$ cat src/rtl/approx_err_accum.sv
// Error-statistics accumulator for an approximate multiplier.
// Each accepted sample carries the operands and the approximate product.
// Stage 1 registers the exact product next to the approximate one.
// Stage 2 forms the absolute error distance and folds it into the statistics.
// The run controller counts acceptances and, once the last sample is taken,
// drains the pipeline before it raises done.
module approx_err_accum #(
  parameter int WIDTH = 8,
  parameter int CNT_W = 16
) (
  input  logic                       clk,
  input  logic                       rst,
  input  logic                       start,
  input  logic [CNT_W-1:0]           num_samples,
  input  logic                       in_valid,
  output logic                       in_ready,
  input  logic [WIDTH-1:0]           in1,
  input  logic [WIDTH-1:0]           in2,
  input  logic [2*WIDTH-1:0]         approx_prod,
  output logic                       busy,
  output logic                       done,
  output logic [CNT_W-1:0]           err_count,
  output logic [2*WIDTH+CNT_W-1:0]   sum_ed,
  output logic [2*WIDTH-1:0]         max_ed
);

  localparam int PW = 2 * WIDTH;
  localparam int SW = PW + CNT_W;

  typedef enum logic [1:0] {
    IDLE  = 2'd0,
    RUN   = 2'd1,
    DRAIN = 2'd2,
    DONE  = 2'd3
  } state_t;

  state_t           state_q;
  logic [CNT_W-1:0] num_q;
  logic [CNT_W-1:0] acc_q;
  logic [CNT_W-1:0] acc_d;
  logic [1:0]       drain_q;
  logic             in_ready_q;
  logic             busy_q;
  logic             done_q;

  logic             accept;
  logic             launch;

  logic             s1_valid_q;
  logic [PW-1:0]    s1_exact_q;
  logic [PW-1:0]    s1_approx_q;

  logic [PW-1:0]    ed;
  logic [CNT_W-1:0] err_q, err_d;
  logic [SW-1:0]    sum_q, sum_d;
  logic [PW-1:0]    max_q, max_d;

  // in_ready is only ever high in RUN, so acceptance implies RUN.
  assign accept = in_valid && in_ready_q;
  // start is honoured only from IDLE or DONE; RUN and DRAIN ignore it.
  assign launch = start && ((state_q == IDLE) || (state_q == DONE));
  assign acc_d  = acc_q + CNT_W'(1);

  // Run controller: latches the sample budget, gates in_ready, drains the pipeline.
  always_ff @(posedge clk or posedge rst) begin
    if (rst) begin
      state_q    <= IDLE;
      num_q      <= '0;
      acc_q      <= '0;
      drain_q    <= '0;
      in_ready_q <= 1'b0;
      busy_q     <= 1'b0;
      done_q     <= 1'b0;
    end else begin
      case (state_q)
        IDLE, DONE: begin
          if (start) begin
            num_q   <= num_samples;
            acc_q   <= '0;
            drain_q <= '0;
            if (num_samples != '0) begin
              state_q    <= RUN;
              in_ready_q <= 1'b1;
              busy_q     <= 1'b1;
              done_q     <= 1'b0;
            end else begin
              state_q    <= DONE;
              in_ready_q <= 1'b0;
              busy_q     <= 1'b0;
              done_q     <= 1'b1;
            end
          end
        end
        RUN: begin
          if (accept) begin
            acc_q <= acc_d;
            if (acc_d == num_q) begin
              state_q    <= DRAIN;
              in_ready_q <= 1'b0;
            end
          end
        end
        DRAIN: begin
          // Three drain edges after the final acceptance edge: the last
          // sample clears both stages before done is raised.
          if (drain_q == 2'd2) begin
            state_q <= DONE;
            busy_q  <= 1'b0;
            done_q  <= 1'b1;
          end else begin
            drain_q <= drain_q + 2'd1;
          end
        end
        default: begin
          state_q    <= IDLE;
          in_ready_q <= 1'b0;
          busy_q     <= 1'b0;
          done_q     <= 1'b0;
        end
      endcase
    end
  end

  // Stage 1: capture exact and approximate products of each accepted sample.
  always_ff @(posedge clk or posedge rst) begin
    if (rst) begin
      s1_valid_q  <= 1'b0;
      s1_exact_q  <= '0;
      s1_approx_q <= '0;
    end else begin
      s1_valid_q <= accept;
      if (accept) begin
        s1_exact_q  <= PW'(in1) * PW'(in2);
        s1_approx_q <= approx_prod;
      end
    end
  end

  // Stage 2 next-state: error distance and statistics update, cleared on a new run.
  always_comb begin
    ed    = (s1_approx_q >= s1_exact_q) ? (s1_approx_q - s1_exact_q)
                                        : (s1_exact_q - s1_approx_q);
    err_d = err_q;
    sum_d = sum_q;
    max_d = max_q;
    if (launch) begin
      err_d = '0;
      sum_d = '0;
      max_d = '0;
    end else if (s1_valid_q) begin
      if (ed != '0) begin
        err_d = err_q + CNT_W'(1);
      end
      sum_d = sum_q + SW'(ed);
      if (ed > max_q) begin
        max_d = ed;
      end
    end
  end

  // Stage 2 registers: statistics.
  always_ff @(posedge clk or posedge rst) begin
    if (rst) begin
      err_q <= '0;
      sum_q <= '0;
      max_q <= '0;
    end else begin
      err_q <= err_d;
      sum_q <= sum_d;
      max_q <= max_d;
    end
  end

  assign in_ready  = in_ready_q;
  assign busy      = busy_q;
  assign done      = done_q;
  assign err_count = err_q;
  assign sum_ed    = sum_q;
  assign max_ed    = max_q;

endmodule

$ cat config.mk
export PLATFORM = sky130hd
export DESIGN_NAME = approx_err_accum
export DESIGN_NICKNAME = d
export VERILOG_FILES = /design/src/rtl/approx_err_accum.sv
export SDC_FILE = /design/constraint.sdc
export NUM_CORES = 1
export LEC_CHECK = 0
export CAP_MARGIN = 25
export CORE_AREA = 2 2 154 156
export CTS_CLUSTER_DIAMETER = 60
export CTS_CLUSTER_SIZE = 30
export DETAILED_ROUTE_END_ITERATION = 10
export DIE_AREA = 0 0 156 158
export GPL_TIMING_DRIVEN = 0
export PLACE_DENSITY = 0.71
export SLEW_MARGIN = 20
export SYNTH_ARGS = -nofsm -noshare
export SYNTH_HDL_FRONTEND = slang
export SYNTH_SLANG_ARGS = --single-unit
$ cat constraint.sdc
create_clock -name clk -period 6.8 [get_ports clk]
set_clock_uncertainty 0.2 [all_clocks]
set_input_delay 0.68 -clock clk [delete_from_list [all_inputs] [get_ports clk]]
set_output_delay 0.68 -clock clk [all_outputs]
set_load 0.05 [all_outputs]
==> results of run 1 <==
==> cell usage after synthesis (22+ instances only) <==
cell type  instances
nand2_1          179
dfrtp_1          136
inv_1            119
ha_1             109
o21ai_0           95
nor2_1            81
a21oi_1           59
and2_1            48
fa_1              39
xnor2_1           38
clkbuf_1          34
nand3_1           34
xor2_1            31
a211oi_1          24
and3_1            22
mux2i_1           22
==> area by class of cell <==
cell class / count / area [sq um]
Timing Repair Buffer: 121 / 1210
Fill cell: 2030 / 9450
Sequential cell: 136 / 3400
Clock buffer: 18 / 429
Inverter: 121 / 462
Multi-Input combinational cell: 1025 / 7320
Buffer: 50 / 214
Clock inverter: 14 / 195
Tap cell: 290 / 363
==> power groups by stage <==
stage | combinational, W | sequential (W) | clock (W)
final | 0.000407 | 0.000809 | 0.000997
after CTS | 0.000416 | 0.000809 | 0.00101
after floorplan | 0.000305 | 0.000824 | 0
after global routing | 0.000481 | 0.000809 | 0.00104
after detailed placement | 0.000414 | 0.000824 | 0
after global placement | 0.000400 | 0.000824 | 0
==> critical path, stage by stage (launching register included) <==
cell       delay (ps)
dfrtp_1           350
inv_1              70
ha_1              280
clkbuf_2          170
a21oi_1           100
o21ai_0           560
clkbuf_1          460
clkbuf_1          480
a211oi_1           80
a211oi_1          750
ha_1              390
a21oi_1           140
nor2b_1            60
o21ai_0           160
nand2b_1           80
a2111oi_0         410
a21bo_2           190
clkbuf_1          420
clkbuf_1          440
nor2_1             80
a211oi_1          250
==> cell families (layout without fill, tap and decap cells) <==
group | after synthesis | in the layout | share of synthesized area (%)
simple gates | 482 | 482 | 20.7
compound gates | 302 | 302 | 17.2
buf+inv | 171 | 324 | 5.87
fa+ha+maj | 148 | 148 | 18.8
flops | 136 | 136 | 29.9
xor+xnor | 69 | 69 | 5.31
mux | 24 | 24 | 2.13
==> sequential cells by signal, indices dropped and copies added, names as in the netlist <==
name         flops
busy             1
num_q           16
max_ed          16
state_q          2
done             1
in_ready         1
s1_exact_q      16
acc_q           16
s1_approx_q     16
sum_ed          32
s1_valid_q       1
drain_q          2
err_count       16
==> metal layers <==
layer | GRT usage (%) | share of wire (%) | up-vias | wire (um)
li1 | - | - | 4905 | -
met4 | 8.48 | 2.5 | 0 | 728
met5 | 0 | 0 | - | 0
met1 | 30.9 | 45 | 4851 | 13100
met3 | 3.61 | 4.0 | 49 | 1160
met2 | 43.1 | 49 | 220 | 14200
==> per-stage QoR <==
| step | std cells | hold WS, ps |
|---|---|---|
| 2_1_floorplan | 1332 | 250 |
| 3_3_place_gp | 1739 | 285 |
| 3_5_place_dp | 1740 | 287 |
| 4_1_cts | 1772 | 302 |
| 5_1_grt | 1775 | 330 |
| 6_report | 1775 | 301 |
==> worst max path at each step <==
stage,startpoint,endpoint,slack [ps],cells after the start
floorplan,s1_exact_q[0],max_ed[4],1930,20
global placement,rst,sum_ed[1],330,2
detailed placement,s1_exact_q[13],max_ed[5],780,20
CTS,s1_exact_q[14],max_ed[3],730,19
global route,s1_exact_q[14],max_ed[5],140,19
finish,s1_exact_q[13],max_ed[4],610,20
==> results.sh, run 1 <==
export IMPL_status="completed"
export IMPL_grt_setup_unrepaired="no"
export IMPL_cts_resized=0
export IMPL_p_sw_w=0.000599
export IMPL_grt_max_degree=72
export IMPL_synth_top_area_cell="dfrtp_1"
export IMPL_drv_cap=0
export IMPL_r2r_end="max_ed[4]"
export IMPL_r2r_slack_ps=610
export IMPL_total_power_w=0.00221
export IMPL_power_frac_seq_pct=36.6
export IMPL_timing_final_ws_setup_ps=610
export IMPL_timing_rr_start="s1_exact_q[13]"
export IMPL_area_delta_synth_final_pct=19.5
export IMPL_power_frac_comb_pct=18.4
export IMPL_cts_root_buf="clkbuf_16"
export IMPL_required_ps=6930
export IMPL_worst_pin_slew_ps=932
export IMPL_hold_violations=0
export IMPL_clk_path_buf_depth=2
export IMPL_drcViolationCount=0
export IMPL_ctsHoldBuffers=0
export IMPL_cts_setup_buffers=0
export IMPL_final_core_util_pct=59.0
export IMPL_numCtsBuffers=17
export IMPL_maxSlewHeadroom_pct=37.5
export IMPL_postSynthAreaPerCell_sq_um=8.54
export IMPL_place_ws_ps=779
export IMPL_drive_gt1_share_pct=4.24
export IMPL_final_cell_mix="nand2_1, dfrtp_1, inv_1"
export IMPL_cts_tree="yes"
export IMPL_synth_top_cell_area_share_pct=29.9
export IMPL_ys_flop_type="dfrtp_1"
export IMPL_rows=56
export IMPL_finalInstanceArea_sq_um=13600
export IMPL_fp_dieH_um=158
export IMPL_final_common_cell="nand2_1"
export IMPL_cp_arrival_ps=6320
export IMPL_synth_edf_count=0
export IMPL_hold_start="num_q[8]"
export IMPL_fp_coreArea_sq_um=23100
export IMPL_power_density_nw_per_um2=163
export IMPL_p_int_w=0.00161
export IMPL_finalSetupViolCount=0
export IMPL_synth_warnings=0
export IMPL_drt_iter0_drc=623
export IMPL_vias=10000
export IMPL_ys_seq_area_share_pct=29.9
export IMPL_fin_nets=1672
export IMPL_start_util_pct=49.4
export IMPL_place_congestion=0.918
export IMPL_port_buffers=117
export IMPL_dieArea_sq_um=24600
export IMPL_ys_async_sr_fraction_pct=100
export IMPL_syn_num_nets=1532
export IMPL_grt_use_total_pct=24.5
export IMPL_clk_latency_ps=430
export IMPL_cp_max_fo=10
export IMPL_reg2reg_depth=20
export IMPL_min_period_ps=6190
export IMPL_synthCells=1332
export IMPL_ant_nets=0
export IMPL_hp_class="register to register"
export IMPL_die_width_um=156
export IMPL_path_clk_slew_ps=60
export IMPL_finalWirelength_um=29200
export IMPL_critPathKind="register to register"
export IMPL_power_share_clock_pct=45.0
export IMPL_crit_path_start_kind="register"
export IMPL_drtPass1Iterations=5
export IMPL_swShare_pct=27.1
export IMPL_syn_cell_area_sq_um=11400
export IMPL_h_tree_depth=4
export IMPL_holdPathEnd="num_q[8]"
export IMPL_min_path_cells=2
export IMPL_timing_final_crit_share_pct=91.0
export IMPL_grt_pass1_wl_um=48700
export IMPL_synth_distinct_cells=73
export IMPL_dpl_cell_area_sq_um=13000
export IMPL_grt_overflow_total=0
export IMPL_max_freq_ghz=0.162
export IMPL_num_io_pins=119
export IMPL_cts_sinks=136
export IMPL_viasPerCell=5.65
export IMPL_wl_per_cell_um=16.5
export IMPL_slew_violations=0
export IMPL_p_leak_nw=6.06
export IMPL_num_antenna_cells=0
export IMPL_irDropWorstVdd_v=0.000157
export IMPL_crit_path_end_kind="register"
export IMPL_antenna_found_initial=0
export IMPL_fin_tns_setup_ps=0
export IMPL_yosys_top_cells_area="dfrtp_1, ha_1, fa_1"
export IMPL_dpl_hpwl_um=22900
export IMPL_grt_pass1_vias=10000
export IMPL_ys_seq_elements=136
Power figures use the tool's default switching activity.
==> run 2: changes to the inputs <==
--- a/config.mk
+++ b/config.mk
@@ -13,6 +13,7 @@
 export DIE_AREA = 0 0 156 158
 export GPL_TIMING_DRIVEN = 0
 export PLACE_DENSITY = 0.71
+export SKIP_LAST_GASP = 1
 export SLEW_MARGIN = 20
 export SYNTH_ARGS = -nofsm -noshare
 export SYNTH_HDL_FRONTEND = slang
==> results of run 2 <==
Same layout as run 1: the final DEF is identical, and so are final timing and power.
